**src/rtl/fifo_burst_fill_ctrl_pkg.sv**
```systemverilog
// Shared types for the FIFO burst refill scheduler.
// FSM states and request-length field width.
package fifo_burst_fill_ctrl_pkg;

  typedef enum logic [1:0] {
    IDLE,
    CHECK,
    REQ,
    DATA
  } state_t;

  localparam int LEN_WIDTH = 8;

endpackage

```
**src/rtl/fifo_burst_fill_ctrl.sv**
```systemverilog
// Write-side refill scheduler: issues read bursts when the FIFO
// has room, writes returned beats, and walks linear frame addresses.
module fifo_burst_fill_ctrl
  import fifo_burst_fill_ctrl_pkg::*;
#(
  parameter int ADDR_WIDTH  = 28,
  parameter int DATA_WIDTH  = 64,
  parameter int LEVEL_WIDTH = 11,
  parameter int FIFO_DEPTH  = 1024,
  parameter int BURST_LEN   = 16,
  parameter int FRAME_BEATS = 230400,
  parameter int BASE_ADDR   = 0
) (
  input  logic                   clk,
  input  logic                   rst_n,
  input  logic                   enable,
  input  logic                   frame_start,
  input  logic [LEVEL_WIDTH-1:0] fifo_level,
  input  logic                   fifo_full,
  output logic                   fifo_wr_en,
  output logic [DATA_WIDTH-1:0]  fifo_wr_data,
  output logic                   req_valid,
  input  logic                   req_ready,
  output logic [ADDR_WIDTH-1:0]  req_addr,
  output logic [LEN_WIDTH-1:0]   req_len,
  input  logic                   rdat_valid,
  input  logic [DATA_WIDTH-1:0]  rdat,
  output logic                   busy,
  output logic                   frame_done,
  output logic                   overflow_err
);

  localparam int REM_W = $clog2(FRAME_BEATS + 1);
  localparam int BL_W  = $clog2(BURST_LEN + 1);
  localparam int CW    = (REM_W > BL_W) ? REM_W : BL_W;
  localparam int LW    = LEVEL_WIDTH + 1;

  localparam logic [ADDR_WIDTH-1:0] BASE =
    ADDR_WIDTH'(BASE_ADDR);
  localparam logic [REM_W-1:0] FRAME =
    REM_W'(FRAME_BEATS);

  state_t state, state_n;

  logic [ADDR_WIDTH-1:0] addr;
  logic [REM_W-1:0]      remaining;
  logic [CW-1:0]         beat_cnt;
  logic [CW-1:0]         cur_len;
  logic                  restart_pend;
  logic [LW-1:0]         lvl;
  logic [LW-1:0]         depth;
  logic                  room;
  logic                  beat;
  logic                  last_beat;
  logic                  frame_end;
  logic                  restart;

  assign cur_len = (CW'(remaining) < CW'(BURST_LEN))
                 ? CW'(remaining) : CW'(BURST_LEN);

  // Level above depth means no room rather than a wrapped difference.
  assign lvl   = {1'b0, fifo_level};
  assign depth = LW'(FIFO_DEPTH);
  assign room  = (lvl <= depth)
              && ((depth - lvl) >= LW'(cur_len));

  assign beat      = (state == DATA) && rdat_valid;
  assign last_beat = beat
                  && (beat_cnt == cur_len - 1'b1);
  assign frame_end = CW'(remaining) == cur_len;
  assign restart   = restart_pend || frame_start;

  always_comb begin
    state_n = state;
    unique case (state)
      IDLE:  if (enable) state_n = CHECK;
      CHECK: begin
        if (!enable)
          state_n = IDLE;
        else if (!frame_start && room)
          state_n = REQ;
      end
      REQ:   if (req_ready) state_n = DATA;
      DATA: begin
        if (last_beat)
          state_n = enable ? CHECK : IDLE;
      end
      default: state_n = IDLE;
    endcase
  end

  always_ff @(posedge clk or negedge rst_n) begin
    if (!rst_n) begin
      state        <= IDLE;
      addr         <= BASE;
      remaining    <= FRAME;
      beat_cnt     <= '0;
      restart_pend <= 1'b0;
      overflow_err <= 1'b0;
      fifo_wr_en   <= 1'b0;
      fifo_wr_data <= '0;
      frame_done   <= 1'b0;
    end else begin
      state      <= state_n;
      fifo_wr_en <= 1'b0;
      frame_done <= 1'b0;

      if (frame_start) begin
        if (state == IDLE || state == CHECK) begin
          addr         <= BASE;
          remaining    <= FRAME;
          overflow_err <= 1'b0;
        end else begin
          restart_pend <= 1'b1;
        end
      end

      if (state == REQ && req_ready)
        beat_cnt <= '0;

      if (beat) begin
        beat_cnt     <= beat_cnt + 1'b1;
        fifo_wr_data <= rdat;
        if (fifo_full)
          overflow_err <= 1'b1;
        else
          fifo_wr_en <= 1'b1;
      end

      // A pending or coincident restart wins over frame completion.
      if (last_beat) begin
        restart_pend <= 1'b0;
        if (restart) begin
          addr         <= BASE;
          remaining    <= FRAME;
          overflow_err <= fifo_full;
        end else if (frame_end) begin
          frame_done <= 1'b1;
          addr       <= BASE;
          remaining  <= FRAME;
        end else begin
          addr      <= addr + ADDR_WIDTH'(cur_len);
          remaining <= remaining - REM_W'(cur_len);
        end
      end
    end
  end

  assign req_valid = (state == REQ);
  assign req_addr  = req_valid ? addr : '0;
  assign req_len   = req_valid
                   ? LEN_WIDTH'(cur_len - 1'b1) : '0;
  assign busy      = (state != IDLE);

endmodule

```
**config.mk**
```make
export PLATFORM = sky130hd
export DESIGN_NAME = fifo_burst_fill_ctrl
export DESIGN_NICKNAME = d
export VERILOG_FILES = /design/src/rtl/fifo_burst_fill_ctrl_pkg.sv /design/src/rtl/fifo_burst_fill_ctrl.sv
export SDC_FILE = /design/constraint.sdc
export NUM_CORES = 1
export LEC_CHECK = 0
export BUFFER_PORTS_ARGS = -buffer_cell sky130_fd_sc_hd__buf_2
export CAP_MARGIN = 20
export CORE_ASPECT_RATIO = 1.1
export CORE_MARGIN = 1
export CORE_UTILIZATION = 36
export DETAILED_ROUTE_END_ITERATION = 8
export PLACE_DENSITY = 0.56
export SETUP_SLACK_MARGIN = 0.2
export SLEW_MARGIN = 5
export SYNTH_ARGS = -nofsm -noshare
export SYNTH_HDL_FRONTEND = slang
export SYNTH_SLANG_ARGS = --single-unit
export TNS_END_PERCENT = 100
```
**constraint.sdc**
```tcl
create_clock -name clk -period 6.5 [get_ports clk]
set_input_delay 1.3 -clock clk [delete_from_list [all_inputs] [get_ports clk]]
set_output_delay 1.3 -clock clk [all_outputs]
set_load 0.005 [all_outputs]
```
==> metrics.txt <==
flop-to-flop setup slack=1.89 ns; placed cell area=8770 um^2; DP Worst Slack=1.91 ns; HP Class=flip-flop to flip-flop; Synth Area in Adders=5.89%; Max-slew headroom=45.5%; clk root buf=clkbuf_16; layout net count=1204; crit-path most repeated cell=a211o_1; multiplexer share of the synthesized area=0.827%; antenna viol nets, final=0; final slew viol count=0; Crit-path slowest cell=and4_1; register area share after synthesis=44.4%; worst flop-to-flop path startpoint=remaining[12]; Least-Margin Pin Slew=0.817 ns; vias per cell=5.04; vias in the first global route=6545; Post-Layout Cell Count=1356; Die X=140 um; # H-tree levels=4; highest metal used=met4; RSZ-0062 raised after global routing=no; min Tclk post-route=4.61 ns; final hold vios=0; min-delay src=fifo_wr_data[23]; hold slack final=0.470 ns; ratio of cells with drive above 1 in the final layout=22.3%; CTS max path bufs=2; Switch Pwr=0.00105 W; final setup fails=0; Initial Util=36.8%; first-pass GRT wire length=33300 um; syn avg cell area=8.44 um^2; simple-gate share of the synthesized area=27.2%; Std-Cell Rows=55; XOR/XNOR Fraction of Synth Area=3.12%; Switching Fraction=36.2%; via count=6833; asr flop ratio synth=100%; pwr/cell area=310 nW/um^2; commonest non-fill, non-tap cells in the layout=nand2_1 (263), buf_2 (185), dfrtp_1 (130); CTS tree=done; largest net degree at the start of global routing=82; Leak Pwr=4.92 nW; DP HPWL=13800 um; area added between synthesis and finish=24.0%; antenna violations before repair=0; Synth Area in Compound Gates=15.2%; GR Util All Layers=19.3%; Storage cell area=3360 um^2; Setup TNS=0 ns; Iteration-0 DRC Markers=384; status=complete, no violations; Post-CTS Setup Repair Bufs=0; DR WL met3=1100 um; Skew-Pair Late Insertion Delay=0.42 ns; Crit Path Class=flip-flop to flip-flop; crit-path cells=nor4_2 -> and4_1 -> nand2_1 -> inv_1 -> ha_1 -> a211o_1 -> a2111oi_0 -> o21ai_0 -> a311oi_1 -> o31a_1 -> nand2b_1 -> nor4_1 -> a211o_1; routed wl met2=9450 um; crit path launch=remaining[12]; PnR worst setup slack=1.89 ns; CP max stage delay=0.59 ns; Clock Sinks=134; commonest non-fill, non-tap cell in the layout=nand2_1; CP Max Fanout=13; Worst Hold Depth=2; Hold Crit Endpoint=fifo_wr_data[23]; met1 WL=9230 um; CP Launch Type=flip-flop; Hold-fix buffers, CTS=0; PortBufs=186; antenna cells=0; Filler cells=2015; Worst EP required=6.80 ns; final wirelength=20000 um; area of the multi-input gates=4040 um^2; clock power share=33.3%; grt total ovfl=0; die area=21600 um^2; flops & latches, synth=134; Synth Warn #=0; Int Power=0.00186 W; largest family of logic cells by synthesized area=simple AND/OR/NAND/NOR gates; DRC Markers=0; # IOs=187; routability cong.=0.809; Placed Cells=1324; CTS clk-pin slew, worst paths=0.07 ns; combinational fraction of design power=26.8%; drt wl/cell=14.8 um; Die Y=154 um; CP endpoint kind=flip-flop; worst vdd ir=0.200 mV; Resize count post-CTS=0; CTS Buf Count=17; synthesized area=7570 um^2; Primary FF master, synth=dfrtp_1; Pre-antenna DRT Iters=7; Cells after Synth=897; Post-synth EDFFs=0; clk_skew=0.0103 ns; Unique masters post-synth=68; WP data arrival=4.92 ns; core box area=20600 um^2; Reg-to-Reg End=addr[24]; design area=9380 um^2; Max-cap violations=0; period utilization=71.0%; fmax=217 MHz; R2R depth=13; share of power burned in registers=39.9%
## metal layers
metal  vias up  global-route usage, %
li1       3467                      -
met4         0                   5.60
met2       160                   31.5
met5         -                      0
met3        18                   5.29
met1      3188                   24.9
## worst max-delay path: cells and delay by family (launching register included)
family                     cells  cell delay [ns]
and+or+nand+nor                5             1.53
DFF                            1             0.41
adders and majority gates      1             0.27
AOI/OAI and AO/OA              6             2.17
buffers and inverters          1             0.09
## how the worst max path moves through the flow
stage	end	slack, ns	cells past startpoint
finish	addr[24]	1.89	13
detailed placement	addr[25]	1.91	12
floorplan	flip-flop	2.69	12
CTS	addr[24]	1.88	13
global route	addr[24]	1.45	13
global placement	addr[25]	2.03	12
## synth_stat cells, types with 15 or more instances
master | n | area [um^2]
a21oi_1 | 30 | 150
and3_1 | 29 | 181
clkbuf_1 | 30 | 113
dfrtp_1 | 130 | 3250
ha_1 | 34 | 425
inv_1 | 20 | 75.1
nand2_1 | 263 | 987
nand3_1 | 19 | 95.1
nor2_1 | 56 | 210
nor3_1 | 15 | 75.1
o21ai_0 | 69 | 345
xnor2_1 | 16 | 140
## power groups by stage
stage	Sequential [W]	Clock [W]	Combinational (W)
detailed placement	0.00116	0	0.000806
CTS	0.00116	0.000994	0.000799
global placement	0.00116	0	0.000795
floorplan	0.00117	0	0.000408
global route	0.00119	0.00103	0.000896
finish	0.00116	0.000968	0.000781
## kinds of logic (layout without fill, tap and decap cells)
logic type | count (synthesis) | count (layout)
xor gates and xnor gates | 27 | 27
muxes | 6 | 6
adders and majority gates | 35 | 35
other | 2 | 21
DFF | 134 | 134
buffers and inverters | 60 | 244
AOI/OAI and AO/OA | 180 | 180
and+or+nand+nor | 453 | 453
## registers in the layout (all words and copies together), names as in the netlist, named ones only
signal,cells
restart_pend,1
state,1
addr,28
fifo_wr_en,1
fifo_wr_data,64
beat_cnt,18
frame_done,1
overflow_err,1
remaining,18
## through the flow
stage               power (W)  utilization [%]
floorplan             0.00158                -
global placement      0.00196             42.6
detailed placement    0.00197             42.6
CTS                   0.00295             45.6
global route          0.00312             45.6
finish                0.00291             45.6
## layout make-up
class / instances / share of cell area (%)
clock buffer: 17 / 4.53
clock inverter: 15 / 1.99
inverter: 21 / 0.840
multi-input combinational: 722 / 43.1
sequential: 134 / 35.8
tap: 256 / 3.41
timing repair buffer: 191 / 10.4
No activity file was read; power rests on OpenSTA's default activity.
